## src/rtl/truth_sweep_pkg.sv

```systemverilog
// Shared types and constants for the truth-table sweep sequencer.
package truth_sweep_pkg;

   typedef enum logic [1:0] {
      IDLE   = 2'd0,
      SETTLE = 2'd1,
      SAMPLE = 2'd2,
      DONE   = 2'd3
   } sweep_state_e;

   // Expected truth table of the 3-input decoder: codes 0, 2, 5 and 7 give 1.
   localparam logic [7:0] DEC5_EXP_MASK = 8'b1010_0101;

   // Settle delays of 0..15 cycles fit a 4-bit counter.
   localparam int unsigned SETTLE_W = 4;

   function automatic int unsigned num_codes(input int unsigned sel_w);
      return 32'd1 << sel_w;
   endfunction

endpackage

```

## src/rtl/truth_sweep_settle_cnt.sv

```systemverilog
// Loadable down-counter with a zero flag, used to time the select settle window.
module truth_sweep_settle_cnt
   import truth_sweep_pkg::*;
#(
   parameter int unsigned W = SETTLE_W
) (
   input  logic         clk_i,
   input  logic         rst_ni,
   input  logic         load_i,
   input  logic [W-1:0] load_val_i,
   input  logic         dec_i,
   output logic         zero_o
);

   logic [W-1:0] cnt_reg;

   always_ff @(posedge clk_i or negedge rst_ni) begin
      if (!rst_ni) begin
         cnt_reg <= '0;
      end else if (load_i) begin
         cnt_reg <= load_val_i;
      end else if (dec_i && (cnt_reg != '0)) begin
         cnt_reg <= cnt_reg - W'(1);
      end
   end

   assign zero_o = (cnt_reg == '0);

endmodule

```

## src/rtl/truth_sweep_ctrl.sv

```systemverilog
// Sweeps a decoder's select through every code, samples its result after a
// settle delay and accumulates mismatches against an expected truth table.
module truth_sweep_ctrl
   import truth_sweep_pkg::*;
#(
   parameter int unsigned          SelW         = 3,
   parameter logic [2**SelW-1:0]   ExpMask      = DEC5_EXP_MASK,
   parameter int                   SettleCycles = 1
) (
   input  logic                clk_i,
   input  logic                rst_ni,
   input  logic                start_i,
   input  logic                abort_i,
   output logic [SelW-1:0]     sel_o,
   input  logic                result_i,
   output logic                busy_o,
   output logic                done_o,
   output logic                pass_o,
   output logic [SelW:0]       err_cnt_o,
   output logic [2**SelW-1:0]  fail_mask_o
);

   localparam int unsigned           NumCodes      = num_codes(SelW);
   localparam logic [SelW-1:0]       LastSel       = SelW'(NumCodes - 1);
   localparam logic [SelW-1:0]       SelOne        = SelW'(1);
   localparam logic [SelW:0]         ErrOne        = (SelW + 1)'(1);
   localparam int                    SettleLoadInt = (SettleCycles > 0) ? SettleCycles - 1 : 0;
   localparam logic [SETTLE_W-1:0]   SettleLoad    = SETTLE_W'(SettleLoadInt);
   localparam bit                    NoSettle      = (SettleCycles == 0);

   sweep_state_e          state_reg, state_next;
   logic [SelW-1:0]       sel_reg;
   logic [SelW:0]         err_cnt_reg;
   logic [NumCodes-1:0]   fail_mask_reg;
   logic                  pass_reg;
   logic [NumCodes-1:0]   code_hit;
   logic                  settle_zero, cnt_load, cnt_dec;
   logic                  accept_start, abort_act, is_last, sample_hit;

   assign accept_start = (state_reg == IDLE) && start_i;
   assign abort_act    = (state_reg != IDLE) && abort_i;
   assign is_last      = (sel_reg == LastSel);
   assign sample_hit   = (state_reg == SAMPLE) && (result_i != ExpMask[sel_reg]);

   truth_sweep_settle_cnt #(.W(SETTLE_W)) u_settle_cnt (
      .clk_i      (clk_i),
      .rst_ni     (rst_ni),
      .load_i     (cnt_load),
      .load_val_i (SettleLoad),
      .dec_i      (cnt_dec),
      .zero_o     (settle_zero)
   );

   always_ff @(posedge clk_i or negedge rst_ni) begin
      if (!rst_ni) begin
         state_reg <= IDLE;
      end else begin
         state_reg <= state_next;
      end
   end

   always_comb begin
      state_next = state_reg;
      case (state_reg)
         IDLE:    if (start_i) state_next = NoSettle ? SAMPLE : SETTLE;
         SETTLE:  if (settle_zero) state_next = SAMPLE;
         SAMPLE: begin
            if (is_last)        state_next = DONE;
            else if (!NoSettle) state_next = SETTLE;
         end
         DONE:    state_next = IDLE;
         default: state_next = IDLE;
      endcase
      // Abort overrides every other transition of an active sweep.
      if (abort_act) state_next = IDLE;
   end

   always_comb begin
      busy_o   = (state_reg != IDLE);
      done_o   = (state_reg == DONE);
      cnt_load = accept_start || ((state_reg == SAMPLE) && !is_last);
      cnt_dec  = (state_reg == SETTLE) && !settle_zero;
   end

   // One-hot set vector: the code currently being sampled, if it mismatched.
   for (genvar gi = 0; gi < NumCodes; gi++) begin : g_code_hit
      assign code_hit[gi] = sample_hit && (sel_reg == SelW'(gi));
   end

   always_ff @(posedge clk_i or negedge rst_ni) begin
      if (!rst_ni) begin
         sel_reg       <= '0;
         err_cnt_reg   <= '0;
         fail_mask_reg <= '0;
         pass_reg      <= 1'b0;
      end else if (accept_start) begin
         sel_reg       <= '0;
         err_cnt_reg   <= '0;
         fail_mask_reg <= '0;
         pass_reg      <= 1'b0;
      end else if (abort_act) begin
         sel_reg  <= '0;
         pass_reg <= 1'b0;
      end else begin
         if (sample_hit) begin
            err_cnt_reg   <= err_cnt_reg + ErrOne;
            fail_mask_reg <= fail_mask_reg | code_hit;
         end
         if ((state_reg == SAMPLE) && !is_last) sel_reg <= sel_reg + SelOne;
         if (state_reg == DONE) begin
            pass_reg <= (err_cnt_reg == '0);
            sel_reg  <= '0;
         end
      end
   end

   assign sel_o       = sel_reg;
   assign pass_o      = pass_reg;
   assign err_cnt_o   = err_cnt_reg;
   assign fail_mask_o = fail_mask_reg;

endmodule

```

## config.mk

```make
export PLATFORM = sky130hd
export DESIGN_NAME = truth_sweep_ctrl
export DESIGN_NICKNAME = d
export VERILOG_FILES = /design/src/rtl/truth_sweep_pkg.sv /design/src/rtl/truth_sweep_settle_cnt.sv /design/src/rtl/truth_sweep_ctrl.sv
export SDC_FILE = /design/constraint.sdc
export NUM_CORES = 1
export LEC_CHECK = 0
export BUFFER_PORTS_ARGS = -buffer_cell sky130_fd_sc_hd__buf_2
export CAP_MARGIN = 25
export CORE_MARGIN = 2
export CORE_UTILIZATION = 45
export CTS_CLUSTER_DIAMETER = 150
export CTS_CLUSTER_SIZE = 14
export DETAILED_ROUTE_END_ITERATION = 8
export GPL_ROUTABILITY_DRIVEN = 0
export PLACE_DENSITY = 0.71
export SLEW_MARGIN = 40
export SYNTH_ARGS = -nofsm -noshare
export SYNTH_HDL_FRONTEND = slang
export SYNTH_SLANG_ARGS = --single-unit
export TNS_END_PERCENT = 10
```

## constraint.sdc

```tcl
create_clock -name clk_i -period 1.53 [get_ports clk_i]
set_input_delay 0.306 -clock clk_i [delete_from_list [all_inputs] [get_ports clk_i]]
set_output_delay 0.306 -clock clk_i [all_outputs]
set_load 0.02 [all_outputs]
```

==> qor.csv <==
stage,metric,value,unit
status,outcome,"complete, no violations",
clocking,Clock Tree Buf Depth,2,
detailed_routing,DRT antenna net count,0,
floorplanning,full die area,0.003176,mm²
sta,final hold violations,0,
layout,layout cells sized above 1,40.38,%
critical_path,most frequent CP cell,buf_6,
critical_path,worst endpoint required time,1.22,ns
placement,dpl ws,-0.02194,ns
floorplanning,initial core utilization,48.48,%
yosys,Syn Nets,133,
layout,area grow syn2layout,30.73,%
global_route,gr usage total,18.46,%
critical_path,critical path's top delay family,flip-flops,
yosys,Cells after Synth,118,
clocking,CTS tree,done,
clocking,Worst-path clk slew,0.12,ns
detailed_routing,via count,1043,
global_route,pin count of the biggest net entering global routing,23,
yosys,"Top FF cell, synth",dfrtp_1,
critical_path,startpoint types,register,
sta,post-route setup slack,0.009139,ns
global_route,vias in the first global route,992,
clocking,H-Tree Level Count,1,
floorplanning,Die X,56.36,µm
critical_path,WP depth,3,
sta,Final Cycle Share,99.40,%
floorplanning,# IOs,23,
placement,area of placed instances,0.001421,mm²
floorplanning,std cell rows,18,
pwr,Static Leak,0.8034,nW
layout,max reg flops,8,
detailed_routing,DRC,0,
min_path,Hold/Removal Path Class,in2reg,
layout,nets@finish,172,
min_path,Hold Crit Depth,4,
clocking,Worst-Skew Late Latency,0.31,ns
clocking,Num CTS Buffers,3,
yosys,number of synthesized flops with an enable pin,0,
layout,"commonest non-fill, non-tap cell in the layout",buf_2,
run,Max-Cap Viols,0,
layout,most frequent cells in the layout,"21 x buf_2, 19 x dfrtp_1, 13 x buf_4",
detailed_routing,final wirelength,2808,µm
placement,port bufs,22,
sta,fmax,657.5,MHz
layout,Antenna Diode Count,0,
global_route,GRT overflow,0,
floorplanning,Die Y-Extent,56.36,µm
global_route,first-pass GRT wire length,4560,µm
yosys,Yosys reg bits,22,
floorplanning,core area,0.002545,mm²
clocking,Root Driver,clkbuf_4,
yosys,unique cell type count in the Yosys netlist,36,
yosys,ys async rst share,100.0,%
critical_path,Register-to-Register Path Depth,3,
sta,Max-slew headroom,68.00,%
layout,Finished Cell Area,0.001613,mm²
critical_path,worst path buffer plus inverter count,2,
yosys,Yosys warnings,0,
critical_path,crit end category,output pin,
yosys,Synth Area per Inst,10.45,µm²
yosys,post-synth design cell area,0.001234,mm²
sta,Final Setup Violations,0,
sta,worst slew pin tran,0.4800,ns
clocking,# clock sinks,22,
critical_path,crit-path cells,"buf_6, or2_4, buf_6",
detailed_routing,mean number of vias per cell,5.608,
detailed_routing,DR WL/cell,15.10,µm
sta,post-layout min period,1.521,ns
critical_path,CP Data Arrival Time,1.21,ns
sta,Final Skew,0.006624,ns
sta,fin. max-slew vios,0,
detailed_routing,Pre-antenna DRT Iters,4,
global_route,initial antenna violation count,0,
pwr,maximum vdd drop,768.7,µV
pwr,pwr dens,1386,mW/mm²
critical_path,CP max FO,4,
placement,HPWL after detailed placement,1960,µm
critical_path,Max stage delay on crit path,0.40,ns
critical_path,Slowest cell on crit path,dfrtp_1,
detailed_routing,first-iteration detailed-routing DRC count,20,
yosys,sequential area share after synthesis,44.62,%
sta,setup repair after global routing missed its margin,yes,
critical_path,CP Class,reg2out,
## layout make-up
class | instances | area, µm²
multi-input combinational | 81 | 696.9
timing repair buffer | 38 | 246.5
clock buffer | 4 | 36.28
sequential | 22 | 554.3
tap | 30 | 37.54
fill | 210 | 932.1
inverter | 11 | 41.29
## synth_stat cells (3+ instances only)
library cell / n / area [µm²]
dfrtp_1: 22 / 550.5
inv_1: 11 / 41.29
ha_1: 10 / 125.1
nor2_1: 8 / 30.03
a21oi_1: 7 / 35.03
o21ai_0: 7 / 35.03
nand2_1: 4 / 15.01
nand3_1: 4 / 20.02
a22o_1: 3 / 26.28
a32o_1: 3 / 30.03
buf_2: 3 / 15.01
or3_1: 3 / 18.77
## timing repair
item,4_1_cts,5_1_grt
hold endpoints to repair,22,0
pin swaps,0,7
gates cloned,0,0
setup endpoints to repair,8,17
gates resized for setup,11,10
hold buffers,1,0
buffers inserted,2,6
## path summary, 6_finish.rpt
check	start	endpoint	slack, ns
min reg2reg	fail_mask_o[5]	fail_mask_o[5]	0.51
max	state_reg[1]	busy_o	0.009
max reg2reg	u_settle_cnt.cnt_reg[0]	u_settle_cnt.cnt_reg[3]	0.04
min in group asynchronous	rst_ni	pass_o	0.47
min	start_i	fail_mask_o[3]	0.39
max in group asynchronous	rst_ni	sel_o[2]	0.70
## through the flow
| step | std cells | util (%) | setup TNS, ns | power, mW | hold WS [ns] |
|---|---|---|---|---|---|
| floorplan | 118 | - | -0.04870 | 1.354 | 0.01041 |
| finish | 186 | 63.37 | 0 | 2.235 | 0.3853 |
| CTS | 180 | 60.32 | -0.09572 | 2.064 | 0.3817 |
| global route | 186 | 63.37 | -0.1008 | 2.392 | 0.3845 |
| global placement | 173 | 55.85 | 0 | 1.587 | 0.2965 |
| detailed placement | 173 | 55.85 | -0.03704 | 1.619 | 0.2987 |
## tightest hold or removal path: cells and delay by family
family | cells | cell delay, ns
buf+inv | 2 | 0.18
simple gates | 2 | 0.18
## cells by family after synthesis
family	synth area share, %
flip-flops	44.62
multiplexers	1.623
buffers and inverters	4.868
AND/OR/NAND/NOR	19.07
XOR/XNOR	3.854
adder cells (fa/ha/maj)	10.14
AO/OA/AOI/OAI	15.82
## routing by layer
layer | GRT usage (%) | wire length [µm] | vias up
met3 | 5.069 | 122 | 4
met1 | 21.94 | 1132 | 513
met4 | 3.401 | 33 | 0
met2 | 33.45 | 1521 | 23
li1 | - | - | 503
met5 | 0 | 0 | -
## where the power goes
part	switching [mW]	total [mW]	leakage [nW]	internal [mW]
logic	0.617	1.18	0.485	0.561
clock network	0.174	0.319	0.0210	0.145
registers	0.0702	0.739	0.297	0.668
total	0.860	2.24	0.803	1.37
(Power assumes the default switching activity.)
